===== src/rtl/ckt_equiv_pkg.sv =====
// ckt_equiv_pkg: shared constants, sweep states and the reference function for ckt_equiv_eval
package ckt_equiv_pkg;
    localparam int M = 11;
    localparam int NVEC = 2048;
    localparam int CNT_W = 12;

    typedef enum logic [1:0] {IDLE, RUN, DRAIN} state_t;

    function automatic logic f_ref(input logic [M-1:0] x);
        return (((x[10] & x[9]) | (x[8] ^ x[7])) & ~(x[6] & x[5] & x[4])) | (x[3] & x[2] & (x[1] | x[0]));
    endfunction
endpackage


===== src/rtl/ckt_equiv_eval_pair.sv =====
// ckt_func_pair: unfactored (org) and factored (sim) netlists of the same 11-input function
module ckt_func_pair
    import ckt_equiv_pkg::*;
(
    input  logic [M-1:0] vec,
    output logic         org,
    output logic         sim
);
    logic [M-1:0] x;
    assign x = vec;

    // flat sum of products; the last product is subsumed by x8 & ~x7 & ~x6 and kept on purpose
    assign org = (x[10] & x[9] & ~x[6]) | (x[10] & x[9] & ~x[5]) | (x[10] & x[9] & ~x[4])
               | (x[8] & ~x[7] & ~x[6]) | (x[8] & ~x[7] & ~x[5]) | (x[8] & ~x[7] & ~x[4])
               | (~x[8] & x[7] & ~x[6]) | (~x[8] & x[7] & ~x[5]) | (~x[8] & x[7] & ~x[4])
               | (x[3] & x[2] & x[1]) | (x[3] & x[2] & x[0])
               | (x[10] & x[9] & x[8] & ~x[7] & ~x[6]);

    assign sim = (((x[10] & x[9]) | (x[8] ^ x[7])) & ~(x[6] & x[5] & x[4])) | (x[3] & x[2] & (x[1] | x[0]));
endmodule


===== src/rtl/ckt_equiv_eval.sv =====
// ckt_equiv_eval: registered org/sim comparison with an exhaustive self-sweep mismatch counter
module ckt_equiv_eval
    import ckt_equiv_pkg::*;
(
    input  logic             clk,
    input  logic             rst_n,
    input  logic [M-1:0]     in_vec,
    input  logic             in_valid,
    input  logic             sweep_start,
    output logic             y_org,
    output logic             y_sim,
    output logic             out_valid,
    output logic             mismatch,
    output logic             sweep_busy,
    output logic             sweep_done,
    output logic [CNT_W-1:0] err_count
);
    state_t       state;
    logic [M-1:0] cnt;
    logic [M-1:0] vec;
    logic         org, sim, start, acc;

    // a sweep request beats a simultaneous external vector
    assign start = (state == IDLE) && sweep_start;
    assign acc = (state == RUN) || ((state == IDLE) && in_valid && !sweep_start);
    assign vec = (state == RUN) ? cnt : in_vec;
    assign sweep_busy = state != IDLE;

    ckt_func_pair u_pair (.vec(vec), .org(org), .sim(sim));

    always_ff @(posedge clk or negedge rst_n) begin
        if (!rst_n) begin
            state <= IDLE;
            cnt <= '0;
            err_count <= '0;
            y_org <= 1'b0;
            y_sim <= 1'b0;
            mismatch <= 1'b0;
            out_valid <= 1'b0;
            sweep_done <= 1'b0;
        end else begin
            out_valid <= acc;
            sweep_done <= 1'b0;
            if (acc) begin
                y_org <= org;
                y_sim <= sim;
                mismatch <= org ^ sim;
            end
            if (start) begin
                state <= RUN;
                cnt <= '0;
                err_count <= '0;
            end else if (state == RUN) begin
                cnt <= cnt + 1'b1;
                err_count <= err_count + {{(CNT_W-1){1'b0}}, org ^ sim};
                if (cnt == M'(NVEC - 1)) state <= DRAIN;
            end else if (state == DRAIN) begin
                state <= IDLE;
                sweep_done <= 1'b1;
            end
        end
    end
endmodule


===== config.mk =====
export PLATFORM = sky130hd
export DESIGN_NAME = ckt_equiv_eval
export DESIGN_NICKNAME = d
export VERILOG_FILES = /design/src/rtl/ckt_equiv_pkg.sv /design/src/rtl/ckt_equiv_eval_pair.sv /design/src/rtl/ckt_equiv_eval.sv
export SDC_FILE = /design/constraint.sdc
export NUM_CORES = 1
export LEC_CHECK = 0
export CAP_MARGIN = 20
export CELL_PAD_IN_SITES_DETAIL_PLACEMENT = 0
export CELL_PAD_IN_SITES_GLOBAL_PLACEMENT = 2
export CORE_UTILIZATION = 32
export CTS_BUF_LIST = sky130_fd_sc_hd__clkbuf_2 sky130_fd_sc_hd__clkbuf_4 sky130_fd_sc_hd__clkbuf_8
export DETAILED_ROUTE_END_ITERATION = 6
export GPL_TIMING_DRIVEN = 0
export PLACE_DENSITY = 0.81
export REMOVE_ABC_BUFFERS = 1
export SLEW_MARGIN = 5
export SYNTH_ARGS = -nofsm -noshare
export SYNTH_HDL_FRONTEND = slang
export SYNTH_SLANG_ARGS = --single-unit

===== constraint.sdc =====
create_clock -name clk -period 3.9 [get_ports clk]
set_input_delay 0.78 -clock clk [delete_from_list [all_inputs] [get_ports clk]]
set_output_delay 0.78 -clock clk [all_outputs]
set_load 0.02 [all_outputs]

==> results.yml, run 1 <==
critical_path:
  cp.arrival_ns: 3.70
  required_ns: 4.06
  cp-start-kind: "flip-flop"
  crit_slowest_cell: "and2b_1"
  path_max_fanout: 20
  setup.worst_path.class: "flip-flop to flip-flop"
  cp_top_family: "simple AND/OR/NAND/NOR gates"
  crit_chain: "and2b_1 > mux2i_1 > inv_1 > ha_1 > or2_2 > xnor2_1 > nor4_1 > ha_1 > and2_1 > nand3_1 > o211ai_1 > o31ai_1"
  endpoint_kind: "flip-flop"
  cp_common_cell: "ha_1"
  max_stage_delay_ns: 0.67
  startpoint: "state[1]"
  r2r_start: "state[1]"
  worst-path-buf-inv: 1
yosys:
  synth_ff_type: "dfrtp_1"
  synth.distinct_cells: 33
  async_flop_share_pct: 100
  synth.most_common_cell: "dfrtp_1"
  ys.warnings.count: 0
  synthCells: 166
  synth_edf_count: 0
  synth_top_area_cell: "dfrtp_1"
  synth_common_cells: "dfrtp_1 (30), nand2_1 (20), o21ai_0 (18)"
  synth-seq-cells: 30
  syn_avg_cell_area_um2: 9.40
  synth_top_area_share_pct: 48.1
  synth_area_leaders: "dfrtp_1 (48%), o21ai_0 (5.8%), nand3_1 (5.1%), ha_1 (4.8%), nand2_1 (4.8%)"
  synth_area_um2: 1560
  ys_seq_area_share_pct: 48.1
cts:
  cts_sinks: 30
  cts_setup_buffers: 0
  clk_pin_slew_ns: 0.07
  cts-buffers-inserted: 5
  root_buffer: "clkbuf_8"
  clock_latency_ns: 0.28
  ctsHtreeMaxLevel: 2
  cts_tree: "yes"
  postCtsResizedCells: 0
  ctsHoldBuffers: 0
  clk_path_buf_depth: 2
timing:
  grt_setup_unrepaired: "false"
  tightest_slew_ns: 0.804
  slew_headroom_pct: 45.8
  setup_violations: 0
  hold_viol_final: 0
  fin_tns_setup_ns: 0
  fin_crit_ns: 3.54
  post-route-period-util_pct: 90.9
  clock_skew_ns: 0.00709
  drv_slew: 0
  fin_hold_ws_ns: 0.484
  fmax_ghz: 0.282
pwr:
  power_switching_share_pct: 35.3
  comb_power_share_pct: 33.1
  p_per_area_nw_per_um2: 594
  vdd_drop_max_mv: 0.315
  power.internal_uw: 774
  p_leak_nw: 0.857
  clock_power_share_pct: 25.7
  seqPwrFrac_pct: 41.2
  switching_power_uw: 422
floorplanning:
  coreArea_um2: 4690
  die_w_um: 71.8
  ios: 33
  die-height_um: 71.8
  die-area_um2: 5160
  initial_core_util_pct: 33.3
  row_count: 25
run_status:
  status: "finished, final reports clean"
run:
  maxCapViolations: 0
min_path:
  hold_start: "err_count[11]"
  hp-class: "flip-flop to flip-flop"
global_routing:
  grt_max_degree: 31
  grt_pass1_vias: 1262
  antenna_found_initial: 0
  track_usage_pct: 14.5
  grt-ovfl-total: 0
  grt_pass1_wl_um: 5720
finish:
  nFillCells: 446
  multiInputGateArea_um2: 746
  diodes: 0
  drive_above_1_share_pct: 6.00
  ff_latch_area_um2: 751
  syn_to_final_growth_pct: 29.1
  num-nets-final: 220
detailed_routing:
  dr.pass1.iters: 4
  viasPerCell: 5.37
  wirelength_um: 3430
  drc: 0
  ant_nets: 0
  drt-initial-drc-count: 67
  vias: 1363
  post_drt_wl_per_cell_um: 13.5
placed_design:
  port_buffers: 32
  hpwl_um: 2420
  place_congestion: 0.783
==> state kept, by name (all words and copies together), names as in the netlist <==
| signal | count |
|---|---|
| sweep_done | 1 |
| mismatch | 1 |
| out_valid | 1 |
| err_count | 12 |
| y_sim | 1 |
| cnt | 11 |
| state | 2 |
| y_org | 1 |
==> stage by stage <==
step | util, % | std cells | worst slack [ns] | power, mW | instance area [um2]
2_1_floorplan | - | 160 | 0.962 | 0.722 | 1520
3_3_place_gp | 40.7 | 246 | 0.393 | 0.880 | 1910
3_5_place_dp | 40.6 | 246 | 0.371 | 0.893 | 1910
4_1_cts | 42.9 | 254 | 0.370 | 1.21 | 2010
5_1_grt | 42.9 | 254 | 0.0868 | 1.29 | 2010
6_report | 42.9 | 254 | 0.356 | 1.20 | 2010
==> power by group through the flow <==
stage | clock network (mW) | registers [mW] | logic, mW
floorplan | 0 | 0.531 | 0.191
global placement | 0 | 0.491 | 0.389
detailed placement | 0 | 0.493 | 0.400
CTS | 0.315 | 0.490 | 0.401
global route | 0.333 | 0.506 | 0.448
finish | 0.308 | 0.492 | 0.396
==> worst register-to-register path, cell delays in order (launching register included) <==
cell	delay (ns)
dfrtp_1	0.41
and2b_1	0.67
mux2i_1	0.32
inv_1	0.07
ha_1	0.17
or2_2	0.31
xnor2_1	0.15
nor4_1	0.32
ha_1	0.27
and2_1	0.21
nand3_1	0.18
o211ai_1	0.25
o31ai_1	0.10
==> final cells by class <==
class / count / area share (%)
repair buffers: 32 / 15.7
flip-flops and latches: 30 / 37.3
multi-input cells: 123 / 37.0
clock inverters: 3 / 1.99
inverters: 7 / 1.30
clock buffers: 5 / 3.42
well taps: 54 / 3.35
==> path summary, 6_finish.rpt <==
kind / end / slack, ns / cells past startpoint
max: err_count[11] / 0.36 / 12
min: err_count[11] / 0.48 / 1
max reg2reg: err_count[11] / 0.36 / 12
min reg2reg: err_count[11] / 0.48 / 1
max in group asynchronous: mismatch / 2.91 / 1
min in group asynchronous: err_count[6] / 0.54 / 1
==> cells by family (layout without fill, tap and decap cells) <==
| kind of cell | count (synthesis) | count (layout) | share of synthesized area [%] |
|---|---|---|---|
| AO/OA/AOI/OAI | 46 | 46 | 17.9 |
| XOR/XNOR | 1 | 1 | 0.561 |
| adder cells (fa/ha/maj) | 6 | 6 | 4.81 |
| buffers and inverters | 13 | 47 | 4.09 |
| flip-flops | 30 | 30 | 48.1 |
| multiplexers | 5 | 5 | 3.21 |
| AND/OR/NAND/NOR | 65 | 65 | 21.3 |
==> per-layer routing <==
| metal | vias to the layer above | global-route usage (%) | share of wire, % |
|---|---|---|---|
| met2 | 30 | 23.4 | 45 |
| met3 | 4 | 4.64 | 4.0 |
| met5 | - | 0 | 0 |
| met1 | 659 | 18.2 | 50 |
| li1 | 670 | - | - |
| met4 | 0 | 5.45 | 0.70 |
==> layout by cell type, fill, tap and decap left out, types with 2 or more instances in the layout <==
master           synthesis  final
clkinv_2                 0      2
o31ai_1                  6      6
mux2i_1                  5      5
clkdlybuf4s50_1          0     31
a21oi_1                  9      9
clkbuf_8                 0      5
and3_1                   3      3
nor2_1                   5      5
nor3_1                   2      2
or2_2                    2      2
nand3_1                 16     16
dfrtp_1                 30     30
o21ai_0                 18     18
o211ai_1                 7      7
ha_1                     6      6
nand4_1                  8      8
nand2_1                 20     20
inv_1                    7      7
o21bai_1                 2      2
No activity file was read; power rests on OpenSTA's default activity.
==> inputs of run 2 (changes only) <==
--- a/config.mk
+++ b/config.mk
@@ -6,13 +6,11 @@
 export NUM_CORES = 1
 export LEC_CHECK = 0
 export CAP_MARGIN = 20
-export CELL_PAD_IN_SITES_DETAIL_PLACEMENT = 0
-export CELL_PAD_IN_SITES_GLOBAL_PLACEMENT = 2
-export CORE_UTILIZATION = 32
+export CORE_UTILIZATION = 52
 export CTS_BUF_LIST = sky130_fd_sc_hd__clkbuf_2 sky130_fd_sc_hd__clkbuf_4 sky130_fd_sc_hd__clkbuf_8
 export DETAILED_ROUTE_END_ITERATION = 6
 export GPL_TIMING_DRIVEN = 0
-export PLACE_DENSITY = 0.81
+export PLACE_DENSITY = 0.8
 export REMOVE_ABC_BUFFERS = 1
 export SLEW_MARGIN = 5
 export SYNTH_ARGS = -nofsm -noshare
==> run 2 against run 1 <==
The flow now finishes with violations (DRC); worst setup slack better by 0.010 ns; hold slack improved by 0.021 ns; global-route usage increased by 9.8 points; clock skew shrank 0.0030 ns; combinational power increased by 3%; fmax increased by 0.28%; sequential power barely moved; flip-flop and latch count did not move; cell count shrank 8.7%; non-clock buffer count grew 1; critical endpoint unchanged; highest routed layer unchanged.
==> results.yml, run 2 (synthesized netlist as in run 1, its figures left out) <==
run_status:
  status: "finished, violations left"
  violations: "DRC"
critical_path:
  crit_chain: "and2b_1 > mux2i_1 > inv_1 > ha_1 > or2_2 > xnor2_1 > nor4_1 > ha_1 > and2_1 > nand3_1 > o211ai_1 > o31ai_1"
  required_ns: 4.11
  path_max_fanout: 20
  startpoint: "state[0]"
  endpoint: "err_count[11]"
  endpoint_kind: "flip-flop"
  r2r_start: "state[0]"
  reg2reg_slack_ns: 0.37
  setup.worst_path.class: "flip-flop to flip-flop"
  worstRegToRegCells: 12
  r2r-end: "err_count[11]"
  crit_slowest_cell: "and2b_1"
  cp_common_cell: "ha_1"
  max_stage_delay_ns: 0.64
  cp.arrival_ns: 3.75
  cp-start-kind: "flip-flop"
pwr:
  power.total_mw: 1.13
  vdd_drop_max_mv: 0.361
  p_per_area_nw_per_um2: 569
  p_leak_nw: 0.856
timing:
  hold_viol_final: 0
  drv_slew: 0
  fmax_ghz: 0.283
  grt_setup_unrepaired: "false"
  tightest_slew_ns: 0.909
  fin_tns_setup_ns: 0
  post-route-period-util_pct: 90.6
  clock_skew_ns: 0.00405
  fin_crit_ns: 3.53
  fin_hold_ws_ns: 0.505
  slew_headroom_pct: 38.8
  setup_violations: 0
detailed_routing:
  ant_nets: 0
  wirelength_um: 3500
  dr.pass1.iters: 6
  drt-initial-drc-count: 72
  vias: 1411
  post_drt_wl_per_cell_um: 15.1
  viasPerCell: 6.08
  drc: 7
cts:
  root_buffer: "clkbuf_4"
  cts_setup_buffers: 0
  cts_sinks: 30
  ctsHoldBuffers: 0
  clk_pin_slew_ns: 0.10
  cts-buffers-inserted: 5
  postCtsResizedCells: 0
  clk_path_buf_depth: 2
  clock_latency_ns: 0.33
  cts_tree: "yes"
  ctsHtreeMaxLevel: 2
global_routing:
  track_usage_pct: 24.3
  grt_pass1_wl_um: 5910
  antenna_found_initial: 0
  grt_pass1_vias: 1389
  grt-ovfl-total: 0
  grt_max_degree: 21
finish:
  regMostFlops: "err_count"
  final_common_cell: "clkdlybuf4s50_1"
  final_design_area_no_fill_um2: 1990
  layout_common_cells: "clkdlybuf4s50_1 (32), dfrtp_1 (30), nand2_1 (20), o21ai_0 (18), nand3_1 (16)"
  largest_reg_flops: 12
  num-nets-final: 221
  syn_to_final_growth_pct: 27.4
  diodes: 0
  drive_above_1_share_pct: 5.97
  final_cells: 232
  reg_top3: "err_count: 12 flops, cnt: 11 flops, state: 2 flops"
  nFillCells: 219
placed_design:
  hpwl_um: 2440
  post-place-cells: 224
  placed_cell_area_um2: 1910
  place_congestion: 0.869
  port_buffers: 32
floorplanning:
  initial_core_util_pct: 55.6
  die_w_um: 56.8
  die-height_um: 56.8
  die-area_um2: 3220
  coreArea_um2: 2810
  ios: 33
  row_count: 19
run:
  maxCapViolations: 0
min_path:
  hp-class: "flip-flop to flip-flop"
## run 2: cell count changes in the layout (fill, tap and decap cells not counted)
cell	delta
buf_16	+1
buf_2	-1
bufinv_16	-1
clkbuf_4	+5
clkbuf_8	-2
clkdlybuf4s50_1	+1
clkinv_2	-2
## run 2: area by class of cell
cell class / instances / area, um2 / area share, %
Tap cell: 31 / 38.8 / 1.95
Timing Repair Buffer: 33 / 348 / 17.5
Clock buffer: 8 / 78.8 / 3.96
Sequential cell: 30 / 751 / 37.8
Inverter: 7 / 26.3 / 1.32
Multi-Input combinational cell: 123 / 746 / 37.5
## run 2: worst min-delay path by stage
stage,depth (start not counted),slack [ns],end,start
CTS,1,0.51,cnt[5],cnt[5]
global placement,1,0.47,err_count[11],err_count[11]
global route,1,0.53,err_count[10],err_count[10]
detailed placement,1,0.50,err_count[11],err_count[11]
floorplan,1,0.47,cnt[5],cnt[5]
finish,1,0.50,err_count[11],err_count[11]
## run 2: worst max-delay path, delay by kind of cell (launching register included)
family,cells,cell delay (ns)
AND/OR/NAND/NOR,5,1.63
flip-flops,1,0.48
adder cells (fa/ha/maj),2,0.43
AO/OA/AOI/OAI,2,0.35
multiplexers,1,0.30
XOR/XNOR,1,0.15
buffers and inverters,1,0.06
## run 2: stage by stage
step	utilization [%]	worst slack (ns)
6_report	70.9	0.366
5_1_grt	70.9	0.0385
4_1_cts	70.9	0.364
3_5_place_dp	68.1	0.405
3_3_place_gp	67.1	0.476
2_1_floorplan	-	0.962
## run 2: routing by layer
layer	wire, um	GRT usage [%]	vias to the layer above
met2	1840	43.0	59
met4	59	12.5	0
met5	0	0	-
met1	1380	26.3	664
met3	224	6.68	9
li1	-	-	679
## run 2: power by group
part	switching, mW	internal, mW	total [mW]
clock network	0.108	0.123	0.231
registers	0.0957	0.397	0.492
logic	0.215	0.193	0.408
==> inputs of run 3 (changes only) <==
--- a/config.mk
+++ b/config.mk
@@ -6,6 +6,7 @@
 export NUM_CORES = 1
 export LEC_CHECK = 0
 export CAP_MARGIN = 20
+export CORE_MARGIN = 5
 export CORE_UTILIZATION = 52
 export CTS_BUF_LIST = sky130_fd_sc_hd__clkbuf_2 sky130_fd_sc_hd__clkbuf_4 sky130_fd_sc_hd__clkbuf_8
 export DETAILED_ROUTE_END_ITERATION = 6
==> run 3 against run 2 <==
The run now ends clean; fmax grew 3.5%; non-clock buffer count is the same; first-iteration DRC count grew 82%; sequential share of layout area grew 0.26 points; core utilization shrank 0.49 points; largest cell class unchanged; count of clock-buffer cells in the layout shrank 2.
==> results.yml, run 3 (synthesized netlist as in run 1, its figures left out) <==
critical_path:
  endpoint_kind: "flip-flop"
  endpoint: "err_count[11]"
  cp.arrival_ns: 3.61
  setup.worst_path.class: "flip-flop to flip-flop"
  startpoint: "state[0]"
  worstRegToRegCells: 12
  r2r_start: "state[0]"
  r2r-end: "err_count[11]"
  cp-start-kind: "flip-flop"
  path_max_fanout: 20
  reg2reg_slack_ns: 0.49
  required_ns: 4.10
timing:
  hold_viol_final: 0
  drv_slew: 0
  clock_skew_ns: 0.0110
  setup_violations: 0
  grt_setup_unrepaired: "false"
  post-route-period-util_pct: 87.5
  tightest_slew_ns: 0.714
  fin_ws_ns: 0.487
  slew_headroom_pct: 51.9
  fin_tns_setup_ns: 0
  fin_crit_ns: 3.41
  fmax_ghz: 0.293
floorplanning:
  row_count: 19
  initial_core_util_pct: 55.6
  die_w_um: 64.8
  die-height_um: 64.8
  ios: 33
  coreArea_um2: 2810
  die-area_um2: 4200
pwr:
  p_per_area_nw_per_um2: 556
  vdd_drop_max_mv: 0.331
  power.total_mw: 1.10
  p_leak_nw: 0.846
finish:
  final_cells: 232
  diodes: 0
  nFillCells: 224
  ff_latch_area_um2: 751
  regMostFlops: "err_count"
  largest_reg_flops: 12
  reg_top3: "err_count: 12 flops, cnt: 11 flops, state: 2 flops"
  drive_above_1_share_pct: 6.47
  num-nets-final: 221
  final_common_cell: "clkdlybuf4s50_1"
  syn_to_final_growth_pct: 26.5
  multiInputGateArea_um2: 747
  layout_common_cells: "clkdlybuf4s50_1 (32), dfrtp_1 (30), nand2_1 (20), o21ai_0 (18), nand3_1 (16)"
  final_util_pct: 70.4
cts:
  cts-buffers-inserted: 5
  clock_latency_ns: 0.32
  clk_pin_slew_ns: 0.09
  root_buffer: "clkbuf_4"
  ctsHoldBuffers: 0
  clk_path_buf_depth: 2
  cts_sinks: 30
  cts_tree: "yes"
  ctsHtreeMaxLevel: 2
detailed_routing:
  wirelength_um: 3570
  ant_nets: 0
  drt-initial-drc-count: 131
  vias: 1410
  drc: 0
  viasPerCell: 6.08
  dr.pass1.iters: 4
  post_drt_wl_per_cell_um: 15.4
min_path:
  hp-class: "flip-flop to flip-flop"
run_status:
  status: "finished, final reports clean"
global_routing:
  grt_pass1_vias: 1380
  antenna_found_initial: 0
  grt_pass1_wl_um: 6020
  track_usage_pct: 18.3
  grt-ovfl-total: 0
  grt_max_degree: 21
run:
  maxCapViolations: 0
placed_design:
  dp_slack_ns: 0.255
  port_buffers: 32
  post-place-cells: 224
  hpwl_um: 2610
  place_congestion: 0.822
-- run 3: cell types whose count changed in the layout (fill, tap and decap cells not counted) --
cell / change
and2b_1: -1
and2b_2: +1
clkbuf_8: -2
clkinv_2: +1
clkinvlp_4: +1
-- run 3: where the power goes --
group / internal (mW) / switching, mW / total, mW
logic: 0.192 / 0.218 / 0.410
clock network: 0.0866 / 0.111 / 0.197
registers: 0.397 / 0.0939 / 0.490
-- run 3: worst max-delay path: stages (launching register included) --
cell,delay [ns]
dfrtp_1,0.47
and2b_2,0.43
mux2i_1,0.28
inv_1,0.06
ha_1,0.17
or2_2,0.31
xnor2_1,0.15
nor4_1,0.39
ha_1,0.29
and2_1,0.21
nand3_1,0.20
o211ai_1,0.24
o31ai_1,0.10
-- run 3: per-layer routing --
layer  up-vias  share of wire [%]  GRT usage (%)
met5         -                  0              0
met4         0                1.9           7.65
met3         7                5.4           4.49
met2        36                 50           31.2
met1       685                 43           22.2
li1        682                  -              -
-- run 3: worst min-delay path by stage --
stage | end | slack [ns] | start | cells after the start
floorplan | cnt[5] | 0.47 | cnt[5] | 1
global placement | err_count[11] | 0.47 | err_count[11] | 1
detailed placement | err_count[11] | 0.48 | err_count[11] | 1
CTS | err_count[11] | 0.50 | err_count[11] | 1
global route | err_count[11] | 0.51 | err_count[11] | 1
finish | err_count[11] | 0.50 | err_count[11] | 1
-- run 3: timing repair --
action / CTS / global route
setup endpoints to repair: 0 / 3
gates resized for setup: 0 / 1
buffers inserted: 0 / 0
-- run 3: metrics by stage --
stage	cell area, um2	hold slack, ns
3_5_place_dp	1910	0.479
3_3_place_gp	1880	0.471
4_1_cts	1970	0.498
2_1_floorplan	1520	0.467
5_1_grt	1970	0.514
6_report	1970	0.497
-- run 3: layout make-up --
type / count / area share, %
clock buffer: 6 / 2.60
clock inverter: 2 / 0.634
inverter: 7 / 1.33
multi-input combinational: 123 / 37.8
sequential: 30 / 38.0
tap: 31 / 1.96
timing repair buffer: 33 / 17.6
